==> config.mk <==
export PLATFORM = sky130hd
export DESIGN_NAME = biquad_coeff_ctrl_flat
export DESIGN_NICKNAME = d
export VERILOG_FILES = /design/src/rtl/dsp_pkg.sv /design/src/rtl/biquad_coeff_ctrl_if.sv /design/src/rtl/biquad_frame_counter.sv /design/src/rtl/biquad_coeff_ctrl.sv /design/src/flat_wrapper.sv
export SDC_FILE = /design/constraint.sdc
export NUM_CORES = 1
export LEC_CHECK = 0
export BUFFER_PORTS_ARGS = -buffer_cell sky130_fd_sc_hd__buf_2
export CAP_MARGIN = 0
export CORE_ASPECT_RATIO = 0.7
export CORE_MARGIN = 1
export CORE_UTILIZATION = 53
export DETAILED_ROUTE_END_ITERATION = 16
export PLACE_DENSITY = 0.8
export SYNTH_ARGS = -nofsm -noshare
export SYNTH_HDL_FRONTEND = slang
export SYNTH_SLANG_ARGS = --single-unit
==> constraint.sdc <==
create_clock -name clk -period 2.38 [get_ports clk]
set_input_delay 0.119 -clock clk [delete_from_list [all_inputs] [get_ports clk]]
set_output_delay 0.119 -clock clk [all_outputs]
set_load 0.01 [all_outputs]
==> src/rtl/dsp_pkg.sv <==
// Shared DSP control definitions: coefficient indices, Q1.15 width, biquad controller FSM encoding.
package dsp_pkg;

  localparam int unsigned Q15_WIDTH  = 16;
  localparam int unsigned NUM_COEFFS = 5;
  localparam int unsigned COEF_ID_W  = 3;

  localparam logic [COEF_ID_W-1:0] COEF_B0 = 3'd0;
  localparam logic [COEF_ID_W-1:0] COEF_B1 = 3'd1;
  localparam logic [COEF_ID_W-1:0] COEF_B2 = 3'd2;
  localparam logic [COEF_ID_W-1:0] COEF_A1 = 3'd3;
  localparam logic [COEF_ID_W-1:0] COEF_A2 = 3'd4;

  typedef enum logic [2:0] {
    BQC_IDLE  = 3'd0,
    BQC_ARMED = 3'd1,
    BQC_CLEAR = 3'd2,
    BQC_LOAD  = 3'd3,
    BQC_DONE  = 3'd4
  } bqc_state_e;

  // Counter width for a modulo-n counter, never narrower than one bit.
  function automatic int unsigned cnt_width(input int unsigned n);
    return (n <= 1) ? 1 : $clog2(n);
  endfunction

endpackage

==> src/rtl/biquad_coeff_ctrl_if.sv <==
// Host config, sample stream and coefficient-write bus of the biquad coefficient controller.
interface biquad_coeff_ctrl_if #(
  parameter int unsigned COEFF_WIDTH = 16,
  parameter int unsigned DATA_WIDTH  = 16
);
  logic                   cfg_wr;
  logic [2:0]             cfg_addr;
  logic [COEFF_WIDTH-1:0] cfg_data;
  logic                   commit;
  logic                   busy;
  logic                   done;
  logic [DATA_WIDTH-1:0]  up_tdata;
  logic                   up_tvalid;
  logic                   up_tready;
  logic [DATA_WIDTH-1:0]  dn_tdata;
  logic                   dn_tvalid;
  logic                   dn_tready;
  logic                   coeff_wr;
  logic [2:0]             coeff_id;
  logic [COEFF_WIDTH-1:0] coeff_w;
  logic                   flt_clear;

  // Controller side.
  modport slave (
    input  cfg_wr, cfg_addr, cfg_data, commit,
    input  up_tdata, up_tvalid, dn_tready,
    output busy, done, up_tready, dn_tdata, dn_tvalid,
    output coeff_wr, coeff_id, coeff_w, flt_clear
  );

  // Host / stream / filter side.
  modport master (
    output cfg_wr, cfg_addr, cfg_data, commit,
    output up_tdata, up_tvalid, dn_tready,
    input  busy, done, up_tready, dn_tdata, dn_tvalid,
    input  coeff_wr, coeff_id, coeff_w, flt_clear
  );
endinterface

==> src/rtl/biquad_frame_counter.sv <==
// Modulo-FRAME_LEN stream handshake counter; last_sample flags the final sample slot of a frame.
module biquad_frame_counter
  import dsp_pkg::*;
#(
  parameter int unsigned FRAME_LEN = 1
) (
  input  logic clk,
  input  logic rst,
  input  logic hs,
  output logic last_sample
);

  localparam int unsigned CNT_W = cnt_width(FRAME_LEN);
  localparam logic [CNT_W-1:0] LAST_IDX = CNT_W'(FRAME_LEN - 1);

  logic [CNT_W-1:0] cnt_q, cnt_d;

  // Advance on every handshake, wrapping after the last sample of the frame.
  always_comb begin
    cnt_d = cnt_q;
    if (hs) begin
      cnt_d = (cnt_q == LAST_IDX) ? '0 : cnt_q + CNT_W'(1);
    end
  end

  // Counter register.
  always_ff @(posedge clk) begin
    if (rst) cnt_q <= '0;
    else     cnt_q <= cnt_d;
  end

  assign last_sample = (cnt_q == LAST_IDX);

endmodule

==> src/rtl/biquad_coeff_ctrl.sv <==
// Biquad coefficient-update sequencer: shadow bank, snapshot, frame-aligned stall and
// five-write coefficient load so the filter never sees a mixed coefficient set.
// Optional: define BIQUAD_CTRL_STATE_CLEAR_EN to pulse flt_clear for CLR_CYCLES before the load.
module biquad_coeff_ctrl
  import dsp_pkg::*;
#(
  parameter int unsigned COEFF_WIDTH = Q15_WIDTH,
  parameter int unsigned DATA_WIDTH  = 16,
  parameter int unsigned FRAME_LEN   = 1,
  parameter int unsigned CLR_CYCLES  = 2
) (
  input logic          clk,
  input logic          rst,
  biquad_coeff_ctrl_if.slave bus
);

  if (FRAME_LEN < 1) begin : g_bad_frame_len
    $error("FRAME_LEN must be at least 1");
  end
  if (CLR_CYCLES < 1) begin : g_bad_clr_cycles
    $error("CLR_CYCLES must be at least 1");
  end

`ifdef BIQUAD_CTRL_STATE_CLEAR_EN
  localparam bqc_state_e UPDATE_ST = BQC_CLEAR;
  localparam int unsigned CLR_W = cnt_width(CLR_CYCLES);
  localparam logic [CLR_W-1:0] CLR_LAST = CLR_W'(CLR_CYCLES - 1);
`else
  localparam bqc_state_e UPDATE_ST = BQC_LOAD;
`endif
  // FRAME_LEN==1 needs no boundary wait, so commits go straight to the update.
  localparam bqc_state_e ENTRY_ST = (FRAME_LEN == 1) ? UPDATE_ST : BQC_ARMED;

  bqc_state_e state_q, state_d;

  logic [COEFF_WIDTH-1:0] shadow_q [NUM_COEFFS];
  logic [COEFF_WIDTH-1:0] shadow_d [NUM_COEFFS];
  logic [COEFF_WIDTH-1:0] snap_q   [NUM_COEFFS];
  logic [COEFF_WIDTH-1:0] snap_d   [NUM_COEFFS];

  logic                   pending_q, pending_d;
  logic [COEF_ID_W-1:0]   k_q, k_d;

  logic                   busy_q, busy_d;
  logic                   done_q, done_d;
  logic                   coeff_wr_q, coeff_wr_d;
  logic [COEF_ID_W-1:0]   coeff_id_q, coeff_id_d;
  logic [COEFF_WIDTH-1:0] coeff_w_q, coeff_w_d;

`ifdef BIQUAD_CTRL_STATE_CLEAR_EN
  logic [CLR_W-1:0]       clr_cnt_q, clr_cnt_d;
  logic                   flt_clear_q, flt_clear_d;
`endif

  logic stream_gate;
  logic dn_hs;
  logic last_sample;

  // Stream passthrough, gated while the filter is being cleared or reloaded.
  assign stream_gate   = (state_q == BQC_LOAD) || (state_q == BQC_CLEAR);
  assign bus.dn_tdata  = bus.up_tdata;
  assign bus.dn_tvalid = bus.up_tvalid & ~stream_gate;
  assign bus.up_tready = bus.dn_tready & ~stream_gate;
  assign dn_hs         = bus.dn_tvalid & bus.dn_tready;

  // Frame position tracker for boundary-aligned commits.
  biquad_frame_counter #(
    .FRAME_LEN (FRAME_LEN)
  ) u_frame_cnt (
    .clk         (clk),
    .rst         (rst),
    .hs          (dn_hs),
    .last_sample (last_sample)
  );

  // Shadow writes, sequencing FSM and registered load-bus outputs.
  always_comb begin
    state_d    = state_q;
    shadow_d   = shadow_q;
    snap_d     = snap_q;
    pending_d  = pending_q;
    k_d        = k_q;
    coeff_id_d = coeff_id_q;
    coeff_w_d  = coeff_w_q;
`ifdef BIQUAD_CTRL_STATE_CLEAR_EN
    clr_cnt_d  = clr_cnt_q;
`endif

    for (int i = 0; i < NUM_COEFFS; i++) begin
      if (bus.cfg_wr && (bus.cfg_addr == COEF_ID_W'(i))) shadow_d[i] = bus.cfg_data;
    end

    case (state_q)
      BQC_IDLE: begin
        if (bus.commit) begin
          snap_d  = shadow_q;
          k_d     = COEF_B0;
          state_d = ENTRY_ST;
`ifdef BIQUAD_CTRL_STATE_CLEAR_EN
          clr_cnt_d = '0;
`endif
        end
      end
      BQC_ARMED: begin
        if (bus.commit) pending_d = 1'b1;
        if (dn_hs && last_sample) state_d = UPDATE_ST;
      end
      BQC_CLEAR: begin
        if (bus.commit) pending_d = 1'b1;
`ifdef BIQUAD_CTRL_STATE_CLEAR_EN
        if (clr_cnt_q == CLR_LAST) state_d = BQC_LOAD;
        else                       clr_cnt_d = clr_cnt_q + CLR_W'(1);
`else
        state_d = BQC_LOAD;
`endif
      end
      BQC_LOAD: begin
        if (bus.commit) pending_d = 1'b1;
        if (k_q == COEF_A2) state_d = BQC_DONE;
        else                k_d = k_q + COEF_ID_W'(1);
      end
      BQC_DONE: begin
        // A commit arriving in DONE is folded into the pending request.
        if (pending_q || bus.commit) begin
          pending_d = 1'b0;
          snap_d    = shadow_q;
          k_d       = COEF_B0;
          state_d   = ENTRY_ST;
`ifdef BIQUAD_CTRL_STATE_CLEAR_EN
          clr_cnt_d = '0;
`endif
        end else begin
          state_d = BQC_IDLE;
        end
      end
      default: state_d = BQC_IDLE;
    endcase

    busy_d     = (state_d == BQC_ARMED) || (state_d == BQC_CLEAR) || (state_d == BQC_LOAD);
    done_d     = (state_d == BQC_DONE);
    coeff_wr_d = (state_d == BQC_LOAD);
    if (state_d == BQC_LOAD) begin
      coeff_id_d = k_d;
      for (int i = 0; i < NUM_COEFFS; i++) begin
        if (k_d == COEF_ID_W'(i)) coeff_w_d = snap_d[i];
      end
    end
`ifdef BIQUAD_CTRL_STATE_CLEAR_EN
    flt_clear_d = (state_d == BQC_CLEAR);
`endif
  end

  // State, bank and output registers.
  always_ff @(posedge clk) begin
    if (rst) begin
      state_q    <= BQC_IDLE;
      shadow_q   <= '{default: '0};
      snap_q     <= '{default: '0};
      pending_q  <= 1'b0;
      k_q        <= '0;
      busy_q     <= 1'b0;
      done_q     <= 1'b0;
      coeff_wr_q <= 1'b0;
      coeff_id_q <= '0;
      coeff_w_q  <= '0;
    end else begin
      state_q    <= state_d;
      shadow_q   <= shadow_d;
      snap_q     <= snap_d;
      pending_q  <= pending_d;
      k_q        <= k_d;
      busy_q     <= busy_d;
      done_q     <= done_d;
      coeff_wr_q <= coeff_wr_d;
      coeff_id_q <= coeff_id_d;
      coeff_w_q  <= coeff_w_d;
    end
  end

`ifdef BIQUAD_CTRL_STATE_CLEAR_EN
  // Clear-pulse length counter and registered clear request.
  always_ff @(posedge clk) begin
    if (rst) begin
      clr_cnt_q   <= '0;
      flt_clear_q <= 1'b0;
    end else begin
      clr_cnt_q   <= clr_cnt_d;
      flt_clear_q <= flt_clear_d;
    end
  end
  assign bus.flt_clear = flt_clear_q;
`else
  assign bus.flt_clear = 1'b0;
`endif

  assign bus.busy     = busy_q;
  assign bus.done     = done_q;
  assign bus.coeff_wr = coeff_wr_q;
  assign bus.coeff_id = coeff_id_q;
  assign bus.coeff_w  = coeff_w_q;

endmodule

==> src/flat_wrapper.sv <==
// flat-port wrapper written by rule: the top's interface ports become plain ports
module biquad_coeff_ctrl_flat import dsp_pkg::*;
#(
  parameter int unsigned COEFF_WIDTH = Q15_WIDTH,
  parameter int unsigned DATA_WIDTH  = 16,
  parameter int unsigned FRAME_LEN   = 1,
  parameter int unsigned CLR_CYCLES  = 2
)
  (clk, rst, bus_cfg_wr, bus_cfg_addr, bus_cfg_data, bus_commit, bus_up_tdata, bus_up_tvalid, bus_dn_tready, bus_busy, bus_done, bus_up_tready, bus_dn_tdata, bus_dn_tvalid, bus_coeff_wr, bus_coeff_id, bus_coeff_w, bus_flt_clear);
  biquad_coeff_ctrl_if #(.COEFF_WIDTH(COEFF_WIDTH), .DATA_WIDTH(DATA_WIDTH)) bus_i ();
  input logic clk;
  input logic rst;
  input wire logic [$bits(bus_i.cfg_wr)-1:0] bus_cfg_wr;
  input wire logic [$bits(bus_i.cfg_addr)-1:0] bus_cfg_addr;
  input wire logic [$bits(bus_i.cfg_data)-1:0] bus_cfg_data;
  input wire logic [$bits(bus_i.commit)-1:0] bus_commit;
  input wire logic [$bits(bus_i.up_tdata)-1:0] bus_up_tdata;
  input wire logic [$bits(bus_i.up_tvalid)-1:0] bus_up_tvalid;
  input wire logic [$bits(bus_i.dn_tready)-1:0] bus_dn_tready;
  output wire logic [$bits(bus_i.busy)-1:0] bus_busy;
  output wire logic [$bits(bus_i.done)-1:0] bus_done;
  output wire logic [$bits(bus_i.up_tready)-1:0] bus_up_tready;
  output wire logic [$bits(bus_i.dn_tdata)-1:0] bus_dn_tdata;
  output wire logic [$bits(bus_i.dn_tvalid)-1:0] bus_dn_tvalid;
  output wire logic [$bits(bus_i.coeff_wr)-1:0] bus_coeff_wr;
  output wire logic [$bits(bus_i.coeff_id)-1:0] bus_coeff_id;
  output wire logic [$bits(bus_i.coeff_w)-1:0] bus_coeff_w;
  output wire logic [$bits(bus_i.flt_clear)-1:0] bus_flt_clear;
  assign bus_i.cfg_wr = bus_cfg_wr;
  assign bus_i.cfg_addr = bus_cfg_addr;
  assign bus_i.cfg_data = bus_cfg_data;
  assign bus_i.commit = bus_commit;
  assign bus_i.up_tdata = bus_up_tdata;
  assign bus_i.up_tvalid = bus_up_tvalid;
  assign bus_i.dn_tready = bus_dn_tready;
  assign bus_busy = bus_i.busy;
  assign bus_done = bus_i.done;
  assign bus_up_tready = bus_i.up_tready;
  assign bus_dn_tdata = bus_i.dn_tdata;
  assign bus_dn_tvalid = bus_i.dn_tvalid;
  assign bus_coeff_wr = bus_i.coeff_wr;
  assign bus_coeff_id = bus_i.coeff_id;
  assign bus_coeff_w = bus_i.coeff_w;
  assign bus_flt_clear = bus_i.flt_clear;
  biquad_coeff_ctrl #(.COEFF_WIDTH(COEFF_WIDTH), .DATA_WIDTH(DATA_WIDTH), .FRAME_LEN(FRAME_LEN), .CLR_CYCLES(CLR_CYCLES)) u_core (.clk(clk), .rst(rst), .bus(bus_i));
endmodule
==> summary.txt, run 1 <==
RUN STATUS
-------------------------------------------------------------------------------------
Result of the run ......................................................    completed

GLOBAL ROUTING
-------------------------------------------------------------------------------------
Aggregate global routing overflow ......................................            0
Maximum number of pins on one net before global-route repair ...........          173
Total global routing track utilization .................................       29.72%
Wire length of the first global-routing pass ...........................     33.98 mm
Number of antenna violations at the first check in global routing ......            0
Number of global-route vias before repair ..............................         6254

ROUTE
-------------------------------------------------------------------------------------
Residual antenna-violating net count after detailed routing ............            0
Final routed DRC violation total .......................................            0
Total via count in the routed design ...................................         6976
Vias per cell ..........................................................        5.942
Number of detailed-routing iterations run before antenna repair ........            6
Number of DRC markers in iteration 0 ...................................          844
Routed wire length .....................................................     21.91 mm
Per-cell routed wire length ............................................     18.67 µm

YOSYS
-------------------------------------------------------------------------------------
Sequential element share of the synthesized area .......................       48.85%
Fraction of registers with async set or reset after synthesis ..........           0%
Number of distinct library cells after synthesis .......................           49
Synth Warn # ...........................................................            0
Synthesized instance count .............................................          950
Post-synthesis net count ...............................................          993
Compound-cell area share of the yosys netlist ..........................       20.39%
Main combinational cell family by area after synthesis ................. compound AO/OA/AOI/OAI gates
Primary flip-flop cell chosen by synthesis mapping ..................... sky130_fd_sc_hd__dfxtp_1
Adder-cell share of the synthesized area ...............................      0.3231%
Post-synthesis share of cell area spent on and, or, nand and nor gates .       19.61%
Post-synthesis xor/xnor area fraction ..................................      0.3554%
Post-synthesis register bit count ......................................          189
Post-Syn Area ..........................................................     7745 µm²
Post-synthesis average cell area .......................................    8.153 µm²
Post-synth EDFFs .......................................................            0
Mux cell area share after synthesis ....................................       4.830%

FLOORPLANNING
-------------------------------------------------------------------------------------
Number of top-level pins ...............................................           82
Number of cell rows ....................................................           36
Die footprint ..........................................................    15110 µm²
Width of the die .......................................................     146.5 µm
Effective utilization at floorplan .....................................       54.93%
Core Footprint .........................................................    14100 µm²
Die height .............................................................     103.1 µm

CLOCK NETWORK
-------------------------------------------------------------------------------------
Number of post-CTS setup repair buffers ................................            0
Max clock buf depth ....................................................            2
Root Buffer Master ..................................................... sky130_fd_sc_hd__clkbuf_16
Clock tree from TritonCTS ..............................................        built
Clk Latency, worst-skew pair ...........................................       440 ps
Clk slew on worst S/H paths ............................................        80 ps
CTS H-tree lvls ........................................................            4
Number of CTS-inserted buffers .........................................           17
CTS sink cnt ...........................................................          189

TIMING
-------------------------------------------------------------------------------------
Final min period .......................................................      2201 ps
Worst slew margin relative to its limit ................................       46.99%
Clock skew after layout ................................................     9.807 ps
F_max ..................................................................    454.4 MHz
Final period utilization ...............................................       92.47%
Aggregate negative setup slack .........................................         0 ps
Final number of setup-violating endpoints ..............................            0
Setup repair after global routing missed its margin ....................        false
Final hold viol count ..................................................            0
Actual slew at the worst max-slew pin ..................................     793.2 ps
Total count of max-transition violations in the final report ...........            0

PLACE
-------------------------------------------------------------------------------------
DP Wirelength ..........................................................     13.21 mm
Number of input and output port buffers inserted .......................           48
Placed Instance Area ...................................................     8094 µm²
Placed insts ...........................................................         1131
Placer's final routability congestion estimate .........................       0.8650

HOLD PATH
-------------------------------------------------------------------------------------
Path type of the worst min-delay path ..................................       in2reg
Hold wc startpoint ..................................................... bus_cfg_data[14]

CRITICAL PATH
-------------------------------------------------------------------------------------
Start-to-end type of the worst setup path ..............................      reg2reg
Req. time, crit path ...................................................      2690 ps
Startpoint of the worst register-to-register path ...................... u_core.k_q[1]
CP endpoint kind .......................................................     register
Maximum fanout along the worst path ....................................           17
Crit path arrival time .................................................      2510 ps
Critical Path Start Type ...............................................     register
Launch point of the worst path ......................................... u_core.k_q[1]

LAYOUT
-------------------------------------------------------------------------------------
Nets ...................................................................         1014
Number of fillers in the final layout ..................................         1205
Ratio of cells with drive above 1 in the final layout ..................       14.63%
Layout-stage area growth over the synthesis result .....................       13.94%
# diodes ...............................................................            0
Most common cell after layout, fill and taps aside ..................... sky130_fd_sc_hd__nand2_1
Final core area utilization ............................................       62.59%
Final std cell area, no fill ...........................................     8825 µm²
Most frequent cells in the layout ...................................... sky130_fd_sc_hd__nand2_1 (309), sky130_fd_sc_hd__dfxtp_1 (189), sky130_fd_sc_hd__a21oi_1 (151), sky130_fd_sc_hd__buf_2 (47), sky130_fd_sc_hd__nor2_1 (29)
Non-filler cells in the finished layout ................................         1174

JOB
-------------------------------------------------------------------------------------
Number of max-cap violations ...........................................            0

POWER
-------------------------------------------------------------------------------------
Leakage dissipation ....................................................     3.044 nW
Worst ir drop on vdd ...................................................     584.2 µV
Cell area power density ................................................ 797.8 nW/µm²

## path summary, 6_finish.rpt
| path | end | slack, ps | cells after the start |
|---|---|---|---|
| worst max-delay path | u_core.bus.coeff_w[2] | 180 | 9 |
| worst min-delay path | u_core.shadow_q[30] | 6 | 3 |
| worst max register to register | u_core.bus.coeff_w[2] | 180 | 9 |
| worst min register to register | u_core.snap_q[12] | 450 | 2 |
## power by group
group | total, mW | switching [mW] | internal [mW]
Combinational | 0.797 | 0.517 | 0.280
Clock | 2.94 | 1.42 | 1.53
Sequential | 3.30 | 0.0577 | 3.24
Total | 7.04 | 1.99 | 5.05
## cells by family (layout without fill, tap and decap cells)
kind of cell | after synthesis | in the layout
and+or+nand+nor | 374 | 374
AOI/OAI and AO/OA | 258 | 258
DFF | 189 | 189
buffers and inverters | 90 | 124
muxes | 35 | 35
adders and majority gates | 2 | 2
other | 1 | 1
xor gates and xnor gates | 1 | 1
## cells in the mapped netlist (4+ instances only)
library cell / number / area, µm²
sky130_fd_sc_hd__a211oi_1: 14 / 105.1
sky130_fd_sc_hd__clkbuf_1: 45 / 168.9
sky130_fd_sc_hd__a31oi_1: 15 / 93.84
sky130_fd_sc_hd__dfxtp_1: 189 / 3784
sky130_fd_sc_hd__o221ai_1: 16 / 140.1
sky130_fd_sc_hd__nand3_1: 5 / 25.02
sky130_fd_sc_hd__buf_2: 10 / 50.05
sky130_fd_sc_hd__mux2i_1: 18 / 180.2
sky130_fd_sc_hd__o21a_1: 14 / 105.1
sky130_fd_sc_hd__mux2_2: 16 / 180.2
sky130_fd_sc_hd__buf_4: 22 / 165.2
sky130_fd_sc_hd__nand2_1: 309 / 1160
sky130_fd_sc_hd__o21ai_0: 17 / 85.08
sky130_fd_sc_hd__buf_1: 10 / 37.54
sky130_fd_sc_hd__a21oi_1: 151 / 755.7
sky130_fd_sc_hd__a222oi_1: 13 / 130.1
sky130_fd_sc_hd__and3_1: 4 / 25.02
sky130_fd_sc_hd__nor2_1: 29 / 108.9
sky130_fd_sc_hd__and2_1: 6 / 37.54
## final cells by class
| cell class | count | area [µm²] | share of cell area [%] |
|---|---|---|---|
| sequential | 189 | 3784 | 42.88 |
| multi-input combinational | 671 | 3533 | 40.04 |
| timing repair buffer | 89 | 640.6 | 7.259 |
| clock buffer | 17 | 425.4 | 4.821 |
| tap | 190 | 237.7 | 2.694 |
| clock inverter | 15 | 192.7 | 2.183 |
| inverter | 3 | 11.26 | 0.1276 |
## state kept, by name, indices dropped and copies added, names as in the netlist
register	count
u_core.shadow_q	80
u_core.snap_q	80
u_core.bus.coeff_w	16
u_core.bus.coeff_id	3
u_core.k_q	3
u_core.state_q	3
u_core.bus.busy	1
u_core.bus.coeff_wr	1
u_core.bus.done	1
u_core.pending_q	1
## timing repair
action | in CTS | in global routing
setup endpoints to repair | 0 | 11
hold buffers | 11 | 0
endpoints found under the hold margin | 52 | 0
gates resized for setup | 0 | 2
## through the flow
stage | hold WS, ps | worst slack [ps] | power (mW)
2_1_floorplan | 255.0 | 126.0 | 3.866
3_3_place_gp | 238.1 | 228.2 | 4.118
3_5_place_dp | 238.1 | 138.4 | 4.132
4_1_cts | 0.3493 | 70.06 | 7.022
5_1_grt | 4.259 | 62.69 | 7.253
6_report | 5.896 | 179.1 | 7.040
## layer usage
| layer | global-route usage (%) | vias to the layer above | share of wire (%) |
|---|---|---|---|
| met5 | 0 | - | 0 |
| met4 | 11.54 | 0 | 2.0 |
| met3 | 5.619 | 48 | 11 |
| met2 | 43.85 | 344 | 42 |
| met1 | 43.00 | 3294 | 45 |
| li1 | - | 3290 | - |
## critical path, cell delays in order (launching register included)
cell	delay [ps]
sky130_fd_sc_hd__dfxtp_1	320
sky130_fd_sc_hd__inv_1	120
sky130_fd_sc_hd__ha_2	240
sky130_fd_sc_hd__nand2_1	130
sky130_fd_sc_hd__nand2_4	120
sky130_fd_sc_hd__xnor2_4	120
sky130_fd_sc_hd__buf_12	190
sky130_fd_sc_hd__mux2_2	350
sky130_fd_sc_hd__a222oi_1	330
sky130_fd_sc_hd__a31oi_1	130
No activity file was read; power rests on OpenSTA's default activity.
==> run 2: changes to the inputs <==
Settings changed: SYNTH_HIERARCHICAL set to 1.
==> run 2 against run 1 <==
  * Largest cell class unchanged
  * Hold slack better by 23 ps
  * Fmax down 4.0%
  * Clock skew up 1.8 ps
  * Die area about the same
  * Global-route usage down 0.90 points
  * Sequential share of layout area down 0.15 points
  * Clock power down 3%
  * Final cell count down 0.34%
  * Critical endpoint is now u_core/bus.coeff_w[10]
  * Flip-flop and latch count unchanged
==> summary.txt, run 2 <==
LAYOUT
--------------------------------------------------------------------------------
Final std cell area, no fill ......................................     8856 µm²
Nets ..............................................................         1011
Sequential Area ...................................................     3784 µm²
# diodes ..........................................................            0
Multi-input gate area in the final layout .........................     3530 µm²
Most frequent cells in the layout ................................. sky130_fd_sc_hd__nand2_1 (283), sky130_fd_sc_hd__dfxtp_1 (189), sky130_fd_sc_hd__a21oi_1 (137), sky130_fd_sc_hd__buf_2 (47), sky130_fd_sc_hd__nor2_1 (45)
Layout-stage area growth over the synthesis result ................       14.31%
Number of fillers in the final layout .............................         1169
Ratio of cells with drive above 1 in the final layout .............       14.90%
Most common cell after layout, fill and taps aside ................ sky130_fd_sc_hd__nand2_1

CRITICAL PATH
--------------------------------------------------------------------------------
Critical Path Start Type ..........................................     register
Bufs and invs on worst path .......................................            1
Startpoint of the worst register-to-register path ................. u_core/k_q[0]
Critical R2R Capture .............................................. u_core/bus.coeff_w[10]
Setup slack of the worst register-to-register path ................        90 ps
Start-to-end type of the worst setup path .........................      reg2reg
Most common cell on crit path ..................................... sky130_fd_sc_hd__and2_4
Worst-case reg-to-reg path depth ..................................            8
CP endpoint kind ..................................................     register
Maximum fanout along the worst path ...............................           33
Req. time, crit path ..............................................      2720 ps
Critical Path Slowest Stage Cell .................................. sky130_fd_sc_hd__or3_1
Slowest stage delay, CP ...........................................       400 ps
Crit path arrival time ............................................      2640 ps
Cell family contributing the most delay on the critical path ...... simple AND/OR/NAND/NOR gates
Cell breakdown of the critical path ............................... inv_1, ha_1, and2_4, or3_1, and2_4, o21ai_0, a221oi_1, a211oi_2

POWER
--------------------------------------------------------------------------------
Leakage dissipation ...............................................     3.255 nW
Cell area power density ........................................... 777.1 nW/µm²
Power after layout ................................................     6.882 mW
Worst ir drop on vdd ..............................................     550.2 µV

PLACE
--------------------------------------------------------------------------------
Placed Instance Area ..............................................     8120 µm²
DP Wirelength .....................................................     13.29 mm
Placement-stage worst setup slack .................................     33.61 ps
Number of input and output port buffers inserted ..................           48
Placer's final routability congestion estimate ....................       0.8512

JOB
--------------------------------------------------------------------------------
Number of max-cap violations ......................................            0

ROUTE
--------------------------------------------------------------------------------
Number of detailed-routing iterations run before antenna repair ...            7
Routed wire length ................................................     21.50 mm
Per-cell routed wire length .......................................     18.38 µm
Number of DRC markers in iteration 0 ..............................          729
Residual antenna-violating net count after detailed routing .......            0
Final routed DRC violation total ..................................            0
Vias per cell .....................................................        5.895
Total via count in the routed design ..............................         6897

HOLD PATH
--------------------------------------------------------------------------------
Capture endpoint of the worst hold path ........................... u_core/shadow_q[55]
Path type of the worst min-delay path .............................       in2reg
Hold Path Cell Cnt ................................................            3
Hold wc startpoint ................................................ bus_cfg_data[7]

GLOBAL ROUTING
--------------------------------------------------------------------------------
Wire length of the first global-routing pass ......................     33.47 mm
Total global routing track utilization ............................       28.82%
Aggregate global routing overflow .................................            0
Maximum number of pins on one net before global-route repair ......          174
Number of global-route vias before repair .........................         6031
Number of antenna violations at the first check in global routing .            0

YOSYS
--------------------------------------------------------------------------------
Post-synthesis net count ..........................................          987
Post-synthesis average cell area ..................................    8.207 µm²
Synth Warn # ......................................................            6
Synthesized instance count ........................................          944
Post-Syn Area .....................................................     7747 µm²

TIMING
--------------------------------------------------------------------------------
Aggregate negative setup slack ....................................         0 ps
Final hold viol count .............................................            0
Actual slew at the worst max-slew pin .............................     853.2 ps
Final period utilization ..........................................       96.30%
Final number of setup-violating endpoints .........................            0
Clock skew after layout ...........................................     11.61 ps
F_max .............................................................    436.3 MHz
Slack of the critical path ........................................     87.95 ps
Setup repair after global routing missed its margin ...............        false
Final min period ..................................................      2292 ps
Worst slew margin relative to its limit ...........................       42.98%
Total count of max-transition violations in the final report ......            0

CLOCK NETWORK
--------------------------------------------------------------------------------
Root Buffer Master ................................................ sky130_fd_sc_hd__clkbuf_16
CTS H-tree lvls ...................................................            4
Clk Latency, worst-skew pair ......................................       420 ps
Clock tree from TritonCTS .........................................        built
Number of CTS-inserted buffers ....................................           17
Number of post-CTS setup repair buffers ...........................            0
Clk slew on worst S/H paths .......................................        70 ps
CTS sink cnt ......................................................          189
Max clock buf depth ...............................................            2

FLOORPLANNING
--------------------------------------------------------------------------------
Core Footprint ....................................................    14100 µm²
Die footprint .....................................................    15110 µm²
Number of cell rows ...............................................           36
Die height ........................................................     103.2 µm
Width of the die ..................................................     146.5 µm
Effective utilization at floorplan ................................       54.95%
Number of top-level pins ..........................................           82

RUN STATUS
--------------------------------------------------------------------------------
Result of the run .................................................    completed

==> run 2: worst min-delay path, stage by stage <==
cell and delay (ps):
sky130_fd_sc_hd__buf_2 160, sky130_fd_sc_hd__nand2_1 70, sky130_fd_sc_hd__a21oi_1 50
==> run 2: per-layer routing <==
| layer | up-vias | GRT usage, % | wire length, µm |
|---|---|---|---|
| li1 | 3243 | - | - |
| met5 | - | 0 | 0 |
| met3 | 34 | 5.398 | 2152 |
| met1 | 3246 | 42.83 | 9968 |
| met4 | 0 | 9.615 | 383 |
| met2 | 374 | 41.72 | 8999 |
==> run 2: what timing repair did <==
action	4_1_cts	5_1_grt
endpoints found under the hold margin	27	2
hold buffers	9	2
resized for setup	0	6
endpoints found under the setup margin	0	16
==> run 2: stage by stage <==
step	hold slack (ps)	utilization, %	std cells
final	29.02	62.82	1170
after global routing	27.25	62.82	1170
after CTS	7.244	62.43	1168
after detailed placement	238.1	57.60	1128
after global placement	238.1	57.60	1128
after floorplan	255.0	-	944
==> run 2: where the power goes <==
group | switching, mW | internal [mW] | total (mW)
clock network | 1.23 | 1.62 | 2.84
registers | 0.0593 | 3.24 | 3.30
logic | 0.466 | 0.271 | 0.737
total | 1.75 | 5.13 | 6.88
==> run 2: area by class of cell <==
class                      count  share of cell area (%)
clock inverter                11                   1.526
multi-input combinational    661                   39.86
tap                          190                   2.684
clock buffer                  20                   5.157
inverter                       4                  0.1695
sequential                   189                   42.72
timing repair buffer          95                   7.884
==> run 2: worst max path at each step <==
stage | from | to | slack, ps | cells after the start
2_1_floorplan | u_core/k_q[0] | u_core/bus.coeff_w[10] | 90 | 11
3_3_place_gp | u_core/k_q[0] | u_core/bus.coeff_w[13] | 160 | 9
3_5_place_dp | u_core/k_q[0] | u_core/bus.coeff_w[11] | 30 | 9
4_1_cts | u_core/k_q[0] | u_core/bus.coeff_w[11] | 30 | 9
5_1_grt | u_core/k_q[1] | u_core/bus.coeff_w[10] | 4 | 8
6_report | u_core/k_q[0] | u_core/bus.coeff_w[10] | 90 | 8
==> run 3: changes to the inputs <==
Settings changed: CTS_BUF_LIST set to sky130_fd_sc_hd__clkbuf_8 sky130_fd_sc_hd__clkbuf_16.
==> run 3 against run 2 <==
  * First-iteration DRC count is 0.14% higher
  * Sequential power is essentially flat
  * Via count grew 0.49%
  * Clock skew rose by 0.68 ps
  * Register-to-register slack got worse by 20 ps
  * Worst setup slack worse by 24 ps
  * Hold slack improved by 0.78 ps
  * Final cell count is the same
  * Die area unchanged
  * Power hardly changed
  * Non-clock buffer count unchanged
  * Critical path depth is the same
==> summary.txt, run 3 (synthesis results as in run 2) <==
TIMING
--------------------------------------------------------------------------------
Final hold viol count .............................................            0
Worst slew margin relative to its limit ...........................       43.43%
Actual slew at the worst max-slew pin .............................     846.5 ps
Total count of max-transition violations in the final report ......            0
Final number of setup-violating endpoints .........................            0
Worst hold slack ..................................................     29.80 ps
Clock skew after layout ...........................................     12.29 ps
Final period utilization ..........................................       97.31%
Setup repair after global routing missed its margin ...............        false
F_max .............................................................    431.8 MHz
Final min period ..................................................      2316 ps
Aggregate negative setup slack ....................................         0 ps

GLOBAL ROUTING
--------------------------------------------------------------------------------
Number of global-route vias before repair .........................         6031
Total global routing track utilization ............................       28.82%
Wire length of the first global-routing pass ......................     33.47 mm
Maximum number of pins on one net before global-route repair ......          174
Number of antenna violations at the first check in global routing .            0
Aggregate global routing overflow .................................            0

FLOORPLANNING
--------------------------------------------------------------------------------
Die footprint .....................................................    15110 µm²
Number of top-level pins ..........................................           82
Core Footprint ....................................................    14100 µm²
Die height ........................................................     103.2 µm
Number of cell rows ...............................................           36
Width of the die ..................................................     146.5 µm
Effective utilization at floorplan ................................       54.95%

CRITICAL PATH
--------------------------------------------------------------------------------
Most common cell on crit path ..................................... sky130_fd_sc_hd__and2_4
Critical Path Slowest Stage Cell .................................. sky130_fd_sc_hd__or3_1
Worst-case reg-to-reg path depth ..................................            8
CP endpoint kind ..................................................     register
Bufs and invs on worst path .......................................            1
Slowest stage delay, CP ...........................................       400 ps
Startpoint of the worst register-to-register path ................. u_core/k_q[0]
Critical R2R Capture .............................................. u_core/bus.coeff_w[10]
Critical Path Start Type ..........................................     register
Req. time, crit path ..............................................      2720 ps
Crit path arrival time ............................................      2660 ps
Cell family contributing the most delay on the critical path ...... simple AND/OR/NAND/NOR gates
Start-to-end type of the worst setup path .........................      reg2reg
Setup slack of the worst register-to-register path ................        60 ps
Cell breakdown of the critical path ............................... inv_1, ha_1, and2_4, or3_1, and2_4, o21ai_0, a221oi_1, a211oi_2
Maximum fanout along the worst path ...............................           33

CLOCK NETWORK
--------------------------------------------------------------------------------
CTS H-tree lvls ...................................................            4
Number of CTS-inserted buffers ....................................           17
Max clock buf depth ...............................................            2
CTS sink cnt ......................................................          189
Number of post-CTS setup repair buffers ...........................            0
Clock tree from TritonCTS .........................................        built
Clk Latency, worst-skew pair ......................................       420 ps
Clk slew on worst S/H paths .......................................        70 ps
Root Buffer Master ................................................ sky130_fd_sc_hd__clkbuf_16

LAYOUT
--------------------------------------------------------------------------------
Most frequent cells in the layout ................................. sky130_fd_sc_hd__nand2_1 (283), sky130_fd_sc_hd__dfxtp_1 (189), sky130_fd_sc_hd__a21oi_1 (137), sky130_fd_sc_hd__buf_2 (47), sky130_fd_sc_hd__nor2_1 (45)
Nets ..............................................................         1011
Final std cell area, no fill ......................................     8856 µm²
Most common cell after layout, fill and taps aside ................ sky130_fd_sc_hd__nand2_1
Layout-stage area growth over the synthesis result ................       14.31%
# diodes ..........................................................            0
Ratio of cells with drive above 1 in the final layout .............       14.90%

HOLD PATH
--------------------------------------------------------------------------------
Hold wc startpoint ................................................ bus_cfg_data[7]
Path type of the worst min-delay path .............................       in2reg
Capture endpoint of the worst hold path ........................... u_core/shadow_q[55]
Hold Path Cell Cnt ................................................            3

ROUTE
--------------------------------------------------------------------------------
Wire length on met2 ...............................................     9.021 mm
Residual antenna-violating net count after detailed routing .......            0
Number of detailed-routing iterations run before antenna repair ...            5
Final routed DRC violation total ..................................            0
Per-cell routed wire length .......................................     18.37 µm
Routed wire length ................................................     21.50 mm
Number of DRC markers in iteration 0 ..............................          730
Wl on met1 ........................................................     10.05 mm
Vias per cell .....................................................        5.924
Highest metal layer with signal wires .............................         met4
Total via count in the routed design ..............................         6931
Met3 wire length ..................................................     2.021 mm

RUN STATUS
--------------------------------------------------------------------------------
Result of the run .................................................    completed

POWER
--------------------------------------------------------------------------------
Cell area power density ........................................... 776.9 nW/µm²
Worst ir drop on vdd ..............................................     548.1 µV
Leakage dissipation ...............................................     3.259 nW

PLACE
--------------------------------------------------------------------------------
DP Wirelength .....................................................     13.29 mm
Placer's final routability congestion estimate ....................       0.8512
Placed Instance Area ..............................................     8120 µm²
Number of input and output port buffers inserted ..................           48

JOB
--------------------------------------------------------------------------------
Number of max-cap violations ......................................            0

-- run 3: cell types whose count changed in the layout (fill, tap and decap cells not counted) --
| cell | previous run | this run |
|---|---|---|
| sky130_fd_sc_hd__inv_1 | 4 | 5 |
| sky130_fd_sc_hd__clkbuf_1 | 1 | 0 |
-- run 3: worst min-delay path: cells and delay by family --
family	cells	cell delay (ps)
buf+inv	1	160
compound gates	1	50
simple gates	1	70
-- run 3: where the power goes --
part	leakage (nW)	switching (mW)	internal, mW
Clock	0.289	1.23	1.61
Combinational	1.44	0.467	0.271
Sequential	1.53	0.0591	3.24
Total	3.26	1.75	5.13
-- run 3: area by class of cell --
class                           instances  area [µm²]
Tap cell                              190       237.7
Inverter                                4       15.01
Timing Repair Buffer                   95       698.2
Sequential cell                       189        3784
Clock buffer                           19       452.9
Clock inverter                         12       138.9
Multi-Input combinational cell        661        3530
Fill cell                            1169        5243
-- run 3: metrics by stage --
stage                     cells  worst slack [ps]  power, mW  utilization, %
after floorplan             944             85.29      3.839               -
after global placement     1128             157.4      4.058           57.60
after detailed placement   1128             33.61      4.071           57.60
after CTS                  1168             25.09      6.874           62.43
after global routing       1170             4.187      7.113           62.82
final                      1170             63.96      6.880           62.82
-- run 3: repair_timing --
action / CTS / global route
endpoints found under the setup margin: 0 / 16
hold endpoints to repair: 27 / 2
hold buffers: 9 / 2
resized for setup: 0 / 6
-- run 3: worst max path at each step --
stage | from | end | cells after the start
after floorplan | u_core/k_q[0] | u_core/bus.coeff_w[10] | 11
after global placement | u_core/k_q[0] | u_core/bus.coeff_w[13] | 9
after detailed placement | u_core/k_q[0] | u_core/bus.coeff_w[11] | 9
after CTS | u_core/k_q[0] | u_core/bus.coeff_w[11] | 9
after global routing | u_core/k_q[1] | u_core/bus.coeff_w[10] | 8
final | u_core/k_q[0] | u_core/bus.coeff_w[10] | 8
-- run 3: routing by layer --
| layer | vias up | GRT usage [%] |
|---|---|---|
| li1 | 3244 | - |
| met1 | 3289 | 42.83 |
| met2 | 361 | 41.72 |
| met3 | 37 | 5.398 |
| met4 | 0 | 9.615 |
| met5 | - | 0 |
